## config.mk

```make
export PLATFORM = sky130hd
export DESIGN_NAME = pwm_breathe_multi
export DESIGN_NICKNAME = d
export VERILOG_FILES = /design/src/rtl/pwm_breathe_pkg.sv /design/src/rtl/pwm_breathe_multi_sine_lut.sv /design/src/rtl/pwm_breathe_multi.sv
export SDC_FILE = /design/constraint.sdc
export NUM_CORES = 1
export LEC_CHECK = 0
export CAP_MARGIN = 20
export CORE_ASPECT_RATIO = 0.9
export CORE_MARGIN = 4
export CORE_UTILIZATION = 60
export DETAILED_ROUTE_END_ITERATION = 8
export GPL_TIMING_DRIVEN = 0
export PLACE_DENSITY = 0.87
export SLEW_MARGIN = 20
export SYNTH_ARGS = -nofsm -noshare
export SYNTH_HDL_FRONTEND = slang
export SYNTH_SLANG_ARGS = --single-unit
```

## constraint.sdc

```tcl
create_clock -name clk -period 4.9 [get_ports clk]
set_clock_uncertainty 0.1 [all_clocks]
set_input_delay 0.98 -clock clk [delete_from_list [all_inputs] [get_ports clk]]
set_output_delay 0.98 -clock clk [all_outputs]
set_load 0.01 [all_outputs]
```

## src/rtl/pwm_breathe_pkg.sv

```systemverilog
// Shared definitions for the multi-channel breathing PWM driver: channel mode
// encodings and the constant function that fills the breathe (raised-cosine) table.
package pwm_breathe_pkg;

    typedef enum logic [1:0] {
        MODE_OFF     = 2'b00,
        MODE_STATIC  = 2'b01,
        MODE_BREATHE = 2'b10,
        MODE_RSVD    = 2'b11
    } mode_e;

    // Integer cubic 3t^2-2t^3 stands in for 0.5*(1-cos(pi*t)) so the table elaborates
    // without real arithmetic; 0 at entry 0, full scale at depth/2, mirror-symmetric.
    function automatic int sine_val(input int i, input int depth, input int width);
        longint h;
        longint d;
        longint peak;
        longint num;
        longint den;
        h = longint'(depth / 2);
        d = longint'((i < depth - i) ? i : depth - i);
        if (d > h) d = h;
        if (h == 0) return 0;
        peak = (longint'(1) <<< width) - 1;
        den  = h * h * h;
        num  = peak * (3 * d * d * h - 2 * d * d * d);
        return int'((num + den / 2) / den);
    endfunction

endpackage

```

## src/rtl/pwm_breathe_multi_sine_lut.sv

```systemverilog
// Combinational breathe ROM: one table entry per index, out-of-range addresses read 0.
module sine_lut
    import pwm_breathe_pkg::*;
#(
    parameter int LUT_DEPTH = 100,
    parameter int PWM_W     = 6,
    parameter int IDX_W     = $clog2(LUT_DEPTH)
) (
    input  logic [IDX_W-1:0] addr_i,
    output logic [PWM_W-1:0] duty_o
);

    localparam logic [IDX_W:0] DEPTH_EXT = (IDX_W + 1)'(LUT_DEPTH);

    logic [PWM_W-1:0] rom [LUT_DEPTH];

    generate
        for (genvar gi = 0; gi < LUT_DEPTH; gi++) begin : g_rom
            localparam logic [PWM_W-1:0] ENTRY = PWM_W'(sine_val(gi, LUT_DEPTH, PWM_W));
            assign rom[gi] = ENTRY;
        end
    endgenerate

    always_comb begin
        duty_o = '0;
        if ({1'b0, addr_i} < DEPTH_EXT) duty_o = rom[addr_i];
    end

endmodule

```

## src/rtl/pwm_breathe_multi.sv

```systemverilog
// NCH-channel PWM LED driver with per-channel off/static/breathe modes; duties are
// latched only at period boundaries so each PWM period is glitch-free.
module pwm_breathe_multi
    import pwm_breathe_pkg::*;
#(
    parameter int NCH       = 4,
    parameter int PWM_W     = 6,
    parameter int LUT_DEPTH = 100,
    parameter int RATE_MULT = 10,
    parameter int IDX_W     = $clog2(LUT_DEPTH)
) (
    input  logic                 clk,
    input  logic                 rst,
    input  logic                 en,
    input  logic [2*NCH-1:0]     mode,
    input  logic [PWM_W*NCH-1:0] level,
    input  logic [PWM_W-1:0]     rate,
    output logic [NCH-1:0]       pwm_out,
    output logic                 per_end,
    output logic [IDX_W-1:0]     idx
);

    localparam int TICK_W = PWM_W + $clog2(RATE_MULT) + 1;
    localparam logic [PWM_W-1:0] CNT_MAX   = '1;
    localparam logic [IDX_W-1:0] IDX_LAST  = IDX_W'(LUT_DEPTH - 1);
    localparam logic [IDX_W:0]   DEPTH_EXT = (IDX_W + 1)'(LUT_DEPTH);

    logic [PWM_W-1:0]  cnt_q;
    logic [TICK_W-1:0] tick_q;
    logic [TICK_W-1:0] tick_limit;
    logic [IDX_W-1:0]  idx_q;
    logic [NCH-1:0]    pwm_q;
    logic              per_end_q;
    logic              period_last;
    logic [NCH-1:0]    cmp;

    assign period_last = (cnt_q == CNT_MAX);
    assign tick_limit  = TICK_W'(RATE_MULT) * TICK_W'(rate);

    generate
        for (genvar gi = 0; gi < NCH; gi++) begin : g_ch
            localparam logic [IDX_W:0] OFFSET = (IDX_W + 1)'((gi * LUT_DEPTH) / NCH);

            logic [IDX_W:0]   addr_sum;
            logic [IDX_W-1:0] addr;
            logic [PWM_W-1:0] sine;
            logic [PWM_W-1:0] duty_d;
            logic [PWM_W-1:0] duty_q;

            // Both operands are below LUT_DEPTH, so one subtract completes the wrap.
            assign addr_sum = {1'b0, idx_q} + OFFSET;
            assign addr     = (addr_sum >= DEPTH_EXT) ? IDX_W'(addr_sum - DEPTH_EXT)
                                                      : addr_sum[IDX_W-1:0];

            sine_lut #(
                .LUT_DEPTH(LUT_DEPTH),
                .PWM_W    (PWM_W),
                .IDX_W    (IDX_W)
            ) u_lut (
                .addr_i(addr),
                .duty_o(sine)
            );

            always_comb begin
                duty_d = '0;
                case (mode[2*gi +: 2])
                    MODE_STATIC:  duty_d = level[PWM_W*gi +: PWM_W];
                    MODE_BREATHE: duty_d = sine;
                    default:      duty_d = '0;
                endcase
            end

            always_ff @(posedge clk) begin
                if (rst) begin
                    duty_q <= '0;
                end else if (period_last) begin
                    duty_q <= duty_d;
                end
            end

            assign cmp[gi] = (duty_q > cnt_q);
        end
    endgenerate

    always_ff @(posedge clk) begin
        if (rst) begin
            cnt_q     <= '0;
            tick_q    <= '0;
            idx_q     <= '0;
            pwm_q     <= '0;
            per_end_q <= 1'b0;
        end else begin
            cnt_q     <= cnt_q + 1'b1;
            per_end_q <= period_last;
            pwm_q     <= {NCH{en}} & cmp;
            // >= rather than == so lowering rate below the running tick wraps at once.
            if (tick_q >= tick_limit) begin
                tick_q <= '0;
                idx_q  <= (idx_q == IDX_LAST) ? '0 : idx_q + 1'b1;
            end else begin
                tick_q <= tick_q + 1'b1;
            end
        end
    end

    assign pwm_out = pwm_q;
    assign per_end = per_end_q;
    assign idx     = idx_q;

endmodule

```

Word-level counts from Yosys, hierarchy flattened

Memory sizes are Yosys's and may differ from the RTL's.
Cells that the tools add are included.

Flip-flop bits (word level): 53
ROM bits: 3072
Input port bits: 41
Output and inout port bits: 12
Logic and storage cells: 78
Memories: 4

Add/sub/neg operators: 10
Multiply operators: 1
Order comparisons: 17
Equality and inequality tests: 10
Muxes and demuxes: 21
Bitwise operators: 5
Reduce and logical (&&, ||, !) cells: 1

Memory list:

| name             | depth | bits a word | read ports | clocked after memory_dff | write ports | RTL line                         | source |
|---|---|---|---|---|---|---|---|
| (name not given) | 128   | 6           | 1          | 0                        | 0           | pwm_breathe_multi_sine_lut.sv:26 | `if ({1'b0, addr_i} < DEPTH_EXT) duty_o = rom[addr_i];` |
| (name not given) | 128   | 6           | 1          | 0                        | 0           | pwm_breathe_multi_sine_lut.sv:26 |  |
| (name not given) | 128   | 6           | 1          | 0                        | 0           | pwm_breathe_multi_sine_lut.sv:26 |  |
| (name not given) | 128   | 6           | 1          | 0                        | 0           | pwm_breathe_multi_sine_lut.sv:26 |  |

Operators by type and width:

| kind                    | count |
|---|---|
| $mux W6                 | 12 |
| $pmux W6 S2             | 4 |
| $mux W7                 | 5 |
| $ge A8 B8 Y1 const B    | 4 |
| $not A7 Y8              | 4 |
| $lt A7 B7 Y1 const B    | 4 |
| $sub A7 B7 Y7 const B   | 4 |
| $ge A8 B7 Y1 const B    | 3 |
| $gt A6 B6 Y1            | 4 |
| $add A11 B1 Y11 const B | 1 |
| $ge A11 B10 Y1          | 1 |
| $mul A3 B6 Y9 const A   | 1 |
| $add A7 B5 Y8 const B   | 1 |
| $add A7 B6 Y8 const B   | 1 |
| $add A7 B7 Y8 const B   | 1 |
| $eq A2 B1 Y1 const B    | 4 |
| $eq A2 B2 Y1 const B    | 4 |
| $add A7 B1 Y7 const B   | 1 |
| $eq A7 B7 Y1 const B    | 1 |
| $ge A7 B7 Y1 const B    | 1 |
| $add A6 B1 Y6 const B   | 1 |
| $eq A6 B6 Y1 const B    | 1 |
| $and A4 B4 Y4           | 1 |
| $reduce_or A2 Y1        | 1 |

Longest topological paths before layout

Gate-level depths: netlist of the first run.

Word-level depth: 9
Depth in mapped cells: 18
Gate-level depth less buffers: 16

Hierarchy

Synthesis of the first run repeated with hierarchy kept, for this count alone.

Cells, all modules: 996
Area, all modules: 7756.2 µm²

By module, submodules not included:

| module                       | instances | cells an instance | area each (µm²) | sequential area each (µm²) |
|---|---|---|---|---|
| pwm_breathe_multi            | 1         | 497               | 4356.7          | 1061.0 |
| sine_lut (g_ch[1].u_lut ...) | 3         | 121               | 839.6           | 0.0 |
| sine_lut (g_ch[0].u_lut)     | 1         | 136               | 880.8           | 0.0 |

Worst setup path before layout of the first run

Ideal clock, no wire load.

Kind: reg2reg
Start: register idx_q[0] (netlist: idx[0])
End: register g_ch[3].duty_q[0]
Setup time: 0.070 ns
Data arrival time: 3.982 ns
Required time: 4.730 ns
Setup slack: 0.749 ns
Cell stages (with the launch flop): 17
Buffers on the path: 3
Clock period less this slack: 4.151 ns
Cells stage by stage: dfxtp_1 buf_2 clkbuf_1 inv_1 clkbuf_1 ha_1 xnor2_2 inv_1 ha_1 nand2_1 o311ai_4 a21oi_2 nor2_2 mux2_1 a221oi_1 a21oi_1 a21oi_1

Cells in the longest elaborated chain, start to end: 9
Elaborated cells on any way between the ends: 11
Those cells by class: 2 x add/sub; 2 x order compare; 5 x mux; 1 x bitwise; 1 x memory

RTL lines:

| what                                                 | RTL line                         | source |
|---|---|---|
| start, declared                                      | pwm_breathe_multi.sv:31          | `logic [IDX_W-1:0] idx_q;` |
| start signal, assigned                               | pwm_breathe_multi.sv:99          | `idx_q <= (idx_q == IDX_LAST) ? '0 : idx_q + 1'b1;` |
| $add A7 B7 Y8 *                                      | pwm_breathe_multi.sv:51          | `assign addr_sum = {1'b0, idx_q} + OFFSET;` |
| $sub A7 B7 Y7 / $ge A8 B7 Y1 (equally long branches) | pwm_breathe_multi.sv:52          | `assign addr = (addr_sum >= DEPTH_EXT) ? IDX_W'(addr_sum - DEPTH_EXT)` |
| $mux W7 *                                            | pwm_breathe_multi.sv:52          |  |
| $not A7 Y8 (implied by the code)                     | pwm_breathe_multi_sine_lut.sv:26 |  |
| $mem_v2 Z128 W6                                      | n/a                              |  |
| $mux W6 (implied by the code) (2 in series)          | pwm_breathe_multi_sine_lut.sv:26 |  |
| $mux W6 *                                            | pwm_breathe_multi_sine_lut.sv:26 |  |
| $pmux W6 S2 *                                        | pwm_breathe_multi.sv:66          | `case (mode[2*gi +: 2])` |
| end signal, assigned                                 | pwm_breathe_multi.sv:77          | `duty_q <= duty_d;` |
| end, declared                                        | pwm_breathe_multi.sv:48          | `logic [PWM_W-1:0] duty_q;` |

Every way passes the cells marked *; elsewhere a longest branch is shown, timed or not. The select of a mux whose other input is x is not followed.
A chain may end at the register's enable or synchronous reset.

Final worst setup path of the first run

Start: register idx_q[1] (netlist: idx[1])
End: register g_ch[3].duty_q[2]

Same word-level chain as after synthesis.

==> flow_summary.yaml, run 1 <==
run_status:
  run_status: "complete, no violations"
clock_tree:
  clock-sinks: 53
  cts_buffer_depth: 2
  ctsHtreeMaxLevel: 2
  cts_hold_buf: 0
  cts_root_buffer: "clkbuf_16"
  cts_tree: "built"
  path_clk_slew_ns: 0.08
  clock_latency_ns: 0.31
  cts_inserted_buffers: 5
sta:
  finalHoldViolCount: 0
  relSlewSlack_pct: 43.66
  tightest_slew_ns: 0.8452
  setup_viol: 0
  finalCritPeriodShare_pct: 94.70
  worst_hold_slack_ns: 0.3776
  rsz0062_at_grt: "false"
  min_period_ns: 4.640
  report.final.slew_viol_count: 0
  max_freq_mhz: 215.5
cells_and_area:
  num_antenna_cells: 0
  final_cell_count_no_fill: 1284
  layout.filler_cells: 1101
  drive_above_1_share_pct: 9.464
  syn_to_final_growth_pct: 12.01
  num-nets-final: 1232
route:
  drt_first_pass_iters: 6
  drt_iter0_drc: 1296
  routed_via_density: 6.987
  routedWlPerCell_um: 20.87
  num_vias: 8971
  wl_mm: 26.80
  ant_nets: 0
  drc_errors: 0
critical_path:
  r2r-end: "g_ch[3].duty_q[2]$_SDFFE_PP0P_"
  worstSetupStartpointType: "flip-flop"
  crit_end: "g_ch[3].duty_q[2]$_SDFFE_PP0P_"
  cp_slowest_cell: "dfxtp_4"
  cp_slowest_stage_delay_ns: 0.49
  worst-setup-path-type: "reg2reg"
  r2r_start: "idx[1]$_SDFFE_PP0P_"
  end_kind: "flip-flop"
  critPathBufInv: 4
  required_ns: 4.98
  path_depth: 17
  path_cells: "clkinv_2, ha_1, a211oi_2, or2_2, clkbuf_1, inv_1, ha_1, nand2_1, nand2_1, o311ai_4, buf_4, a21o_1, nand2_1, a32o_1, a221oi_2, a211oi_1, o2bb2ai_1"
  path_max_fanout: 14
  startpoint: "idx[1]$_SDFFE_PP0P_"
  r2r_setup_slack_ns: 0.26
  crit_family: "compound AO/OA/AOI/OAI gates"
  cp.arrival_ns: 4.72
  cp_common_cell: "nand2_1"
  reg2reg_depth: 17
yosys:
  yosys.area.top_type: "dfxtp_1"
  synth_seq_area_share_pct: 13.62
  synth_area_um2: 7790
  synth_top_area_share_pct: 13.62
  async_flop_share_pct: 0
  ys_warn_count: 0
  synth_area_leaders: "dfxtp_1 14%, ha_1 11%, a21oi_1 5.2%"
  yosys-top-cells-count: "98 x nand2_1, 86 x nor2_1, 81 x a21oi_1"
  synth_area_per_cell_um2: 7.356
  synth_top_flop_cell: "dfxtp_1"
  yosysMostFrequentCell: "nand2_1"
  synth_cell_types: 105
  synth_cells: 1059
  syn_nets: 1172
  synth_edf_count: 0
  yosys_register_bits: 53
floorplanning:
  rows: 39
  die_x_um: 128.1
  die_h_um: 116.1
  design.die.area_um2: 14870
  fp.coreArea_um2: 12690
  start_util_pct: 61.40
  io_pins: 53
global_routing:
  antenna_found_initial: 0
  grt_max_degree: 19
  grt_use_total_pct: 35.34
  grt_pass1_vias: 8427
  grt_pass1_wl_mm: 42.60
  grt_overflow_total: 0
power:
  powerDensity_nw_per_um2: 114.6
  peakVddDrop_uv: 136.6
  p_leak_nw: 3.352
placed_design:
  place_congestion: 0.9924
  hpwl_mm: 20.24
  dp.cells: 1274
  portBuffers: 51
worst_hold_path:
  hp-class: "reg2reg"
job:
  maxCapViolCount: 0
==> final cells by class <==
class | instances | area [um2] | share of cell area (%)
Multi-Input combinational cell | 886 | 6256 | 71.69
Sequential cell | 53 | 1065 | 12.20
Timing Repair Buffer | 53 | 525.5 | 6.022
Buffer | 73 | 345.3 | 3.958
Tap cell | 164 | 205.2 | 2.352
Inverter | 47 | 177.7 | 2.036
Clock buffer | 5 | 125.1 | 1.434
Clock inverter | 3 | 26.28 | 0.3011
==> logic make-up after synthesis <==
group	Yosys count	share of synthesized area, %
compound gates	405	38.21
simple gates	346	21.46
buf+inv	120	6.601
fa+ha+maj	72	11.66
flops	53	13.62
xor+xnor	43	5.654
mux	20	2.795
==> how the worst min path moves through the flow <==
stage | startpoint | endpoint | slack (ns) | depth (start not counted)
floorplan | g_ch[0].duty_q[4]$_SDFFE_PP0P_ | g_ch[0].duty_q[4]$_SDFFE_PP0P_ | 0.34 | 2
global placement | g_ch[0].duty_q[4]$_SDFFE_PP0P_ | g_ch[0].duty_q[4]$_SDFFE_PP0P_ | 0.35 | 2
detailed placement | g_ch[0].duty_q[4]$_SDFFE_PP0P_ | g_ch[0].duty_q[4]$_SDFFE_PP0P_ | 0.36 | 2
CTS | g_ch[0].duty_q[4]$_SDFFE_PP0P_ | g_ch[0].duty_q[4]$_SDFFE_PP0P_ | 0.37 | 2
global route | g_ch[0].duty_q[4]$_SDFFE_PP0P_ | g_ch[0].duty_q[4]$_SDFFE_PP0P_ | 0.40 | 2
finish | g_ch[0].duty_q[4]$_SDFFE_PP0P_ | g_ch[0].duty_q[4]$_SDFFE_PP0P_ | 0.38 | 2
==> metrics by stage <==
stage / setup TNS (ns) / area [um2] / total power, mW / worst slack [ns] / util [%]
2_1_floorplan: 0 / 7790 / 0.5543 / 0.7485 / -
4_1_cts: 0 / 8681 / 0.9964 / 0.05144 / 68.42
3_5_place_dp: -2.869 / 8506 / 0.6302 / -0.7784 / 67.04
3_3_place_gp: -2.768 / 8506 / 0.6225 / -0.6831 / 67.04
5_1_grt: 0 / 8726 / 1.038 / 0.01990 / 68.78
6_report: 0 / 8726 / 1.000 / 0.2596 / 68.78
==> registers in the layout (all words and copies together) (netlist names) <==
| name | count |
|---|---|
| per_end | 1 |
| idx | 7 |
| cnt_q | 6 |
| pwm_out | 4 |
| tick_q | 11 |
| g_ch.duty_q | 24 |
==> repair_timing <==
action | 4_1_cts | 5_1_grt
cloned | 0 | 0
setup endpoints to repair | 6 | 6
gates resized for setup | 9 | 8
pin swaps | 0 | 1
setup buffers | 0 | 2
hold endpoints to repair | 0 | 0
==> report_power, final <==
group / total [mW] / switching (mW) / internal [mW]
Clock: 0.375 / 0.182 / 0.193
Sequential: 0.444 / 0.00797 / 0.436
Combinational: 0.181 / 0.0970 / 0.0836
==> worst reg2reg max path, cell delays in order (launching register included) <==
cell,delay (ns)
dfxtp_4,0.49
clkinv_2,0.28
ha_1,0.38
a211oi_2,0.30
or2_2,0.16
clkbuf_1,0.28
inv_1,0.14
ha_1,0.23
nand2_1,0.11
nand2_1,0.13
o311ai_4,0.35
buf_4,0.20
a21o_1,0.17
nand2_1,0.24
a32o_1,0.35
a221oi_2,0.35
a211oi_1,0.11
o2bb2ai_1,0.14
==> routing by layer <==
layer  track usage [%]  vias to the layer above  routed length [um]
met2             56.52                      594               11940
met4             15.84                        0                 943
met1             47.60                     4149               11220
met3             5.030                       88                2691
li1                  -                     4140                   -
met5                 0                        -                   0
==> cell usage in the layout (no fill, tap or decap), drive strengths merged, types with 26 or more instances in the layout <==
cell type       n
ha             71
nor3           40
buf            31
nand2          99
o211ai         26
clkbuf         49
inv            47
o21ai          66
a21oi          87
nor2           89
dfxtp          53
nand3          35
a31oi          27
clkdlybuf4s50  51
Power figures use the tool's default switching activity.
==> inputs of run 2 (changes only) <==
Settings changed: CORE_UTILIZATION 60 to 57, PLACE_DENSITY 0.87 to 0.83.
==> run 2 against run 1 <==
Against the previous run: non-clock buffer count grew 1; utilization fell by 3.1 points; fmax down 2.8%; wire length decreased by 1.6%; global-route usage shrank 3.1 points; first-iteration DRC count shrank 7.6%; clock power hardly changed; critical path type unchanged.
==> flow_summary.yaml, run 2 (same netlist as run 1, synthesis figures left out) <==
run_status:
  run_status: "complete, no violations"
sta:
  worst_hold_slack_ns: 0.3624
  setup_viol: 0
  fin_ws_ns: 0.1238
  relSlewSlack_pct: 46.93
  setup-tns-final_ns: 0
  min_period_ns: 4.776
  tightest_slew_ns: 0.7944
  report.final.slew_viol_count: 0
  finalHoldViolCount: 0
  finalCritPeriodShare_pct: 97.47
  max_freq_mhz: 209.4
global_routing:
  grt_max_degree: 19
  antenna_found_initial: 0
  grt_pass1_vias: 8279
  grt_use_total_pct: 32.26
  grt_overflow_total: 0
  grt_pass1_wl_mm: 42.11
job:
  maxCapViolCount: 0
worst_hold_path:
  hp-class: "reg2reg"
cells_and_area:
  multi_input_area_um2: 6290
  final_cell_mix: "97 x nand2_1, 86 x nor2_1, 81 x a21oi_1"
  layout.filler_cells: 1193
  regMostFlops: "g_ch.duty_q"
  syn_to_final_growth_pct: 12.61
  final_common_cell: "nand2_1"
  num_antenna_cells: 0
  final_cell_count_no_fill: 1289
  design_area_um2: 8772
  largest_reg_flops: 24
  seqCellArea_um2: 1065
  num-nets-final: 1233
  drive_above_1_share_pct: 9.545
  fin_util_pct: 65.65
critical_path:
  worstSetupStartpointType: "flip-flop"
  path_cells: "buf_2, clkbuf_4, inv_1, clkbuf_4, ha_1, xnor2_4, inv_2, ha_2, nand2_1, o311ai_4, buf_4, a21o_1, nand2_2, a32o_1, a221oi_1, a211oi_1, o2bb2ai_1"
  cp.arrival_ns: 4.86
  path_max_fanout: 13
  worst-setup-path-type: "reg2reg"
  cp_slowest_cell: "dfxtp_1"
  cp_common_cell: "clkbuf_4"
  end_kind: "flip-flop"
  cp_slowest_stage_delay_ns: 0.47
  required_ns: 4.98
floorplanning:
  die_x_um: 131.2
  rows: 40
  die_h_um: 118.9
  start_util_pct: 58.30
  fp.coreArea_um2: 13360
  design.die.area_um2: 15600
  io_pins: 53
clock_tree:
  cts_root_buffer: "clkbuf_16"
  cts_hold_buf: 0
  ctsHtreeMaxLevel: 2
  clock-sinks: 53
  path_clk_slew_ns: 0.08
  cts_buffer_depth: 2
  cts_inserted_buffers: 5
  cts_tree: "built"
  clock_latency_ns: 0.31
placed_design:
  portBuffers: 51
  hpwl_mm: 19.76
  placed_cell_area_um2: 8511
  place_congestion: 1.032
  dp.cells: 1278
  place_ws_ns: -0.7661
power:
  p_int_uw: 713.3
  peakVddDrop_uv: 123.8
  power_frac_comb_pct: 17.7
  pwr-share-clk_pct: 37.8
  powerDensity_nw_per_um2: 113.8
  power_uw: 998.4
  p_leak_nw: 3.358
  netSwitchingFraction_pct: 28.55
  p_switching_uw: 285.1
  seqPwrFrac_pct: 44.5
route:
  routed_via_density: 6.953
  routedWlPerCell_um: 20.46
  drt_first_pass_iters: 8
  drt_iter0_drc: 1197
  drc_errors: 0
  ant_nets: 0
  wl_mm: 26.38
  num_vias: 8963
[run 2: power groups by stage]
stage	Combinational, mW	Sequential [mW]	Clock, mW
finish	0.177	0.445	0.377
global route	0.196	0.446	0.391
CTS	0.173	0.445	0.378
detailed placement	0.172	0.455	0
global placement	0.167	0.455	0
floorplan	0.101	0.453	0
[run 2: layout make-up]
cell class,instances,area share [%]
clock buffers,5,1.426
plain buffers,73,3.937
well taps,168,2.396
repair buffers,54,6.076
inverters,47,2.025
multi-input cells,886,71.70
flip-flops and latches,53,12.14
clock inverters,3,0.2995
[run 2: what timing repair did]
action / in CTS / in global routing
pin swaps: 0 / 2
endpoints found under the setup margin: 6 / 6
setup buffers: 0 / 3
resized for setup: 9 / 12
[run 2: routing by layer]
layer  track usage (%)  share of wire, %  wire (um)
met1             44.49                42      11150
met2             50.74                44      11600
met3             5.363                10       2705
met4             12.07               3.5        912
met5                 0                 0          0
[run 2: critical path: cells and delay by family (launching register included)]
kind	cells	cell delay (ns)
AND/OR/NAND/NOR	2	0.31
XOR/XNOR	1	0.23
AO/OA/AOI/OAI	6	1.49
buffers and inverters	6	1.39
adder cells (fa/ha/maj)	2	0.63
flip-flops	1	0.47
[run 2: path summary, 6_finish.rpt]
check | end | slack (ns) | cells past startpoint | startpoint
max reg2reg | g_ch[3].duty_q[2]$_SDFFE_PP0P_ | 0.12 | 17 | idx[0]$_SDFFE_PP0P_
max | g_ch[3].duty_q[2]$_SDFFE_PP0P_ | 0.12 | 17 | idx[0]$_SDFFE_PP0P_
min | g_ch[0].duty_q[4]$_SDFFE_PP0P_ | 0.36 | 2 | g_ch[0].duty_q[4]$_SDFFE_PP0P_
min reg2reg | g_ch[0].duty_q[4]$_SDFFE_PP0P_ | 0.36 | 2 | g_ch[0].duty_q[4]$_SDFFE_PP0P_
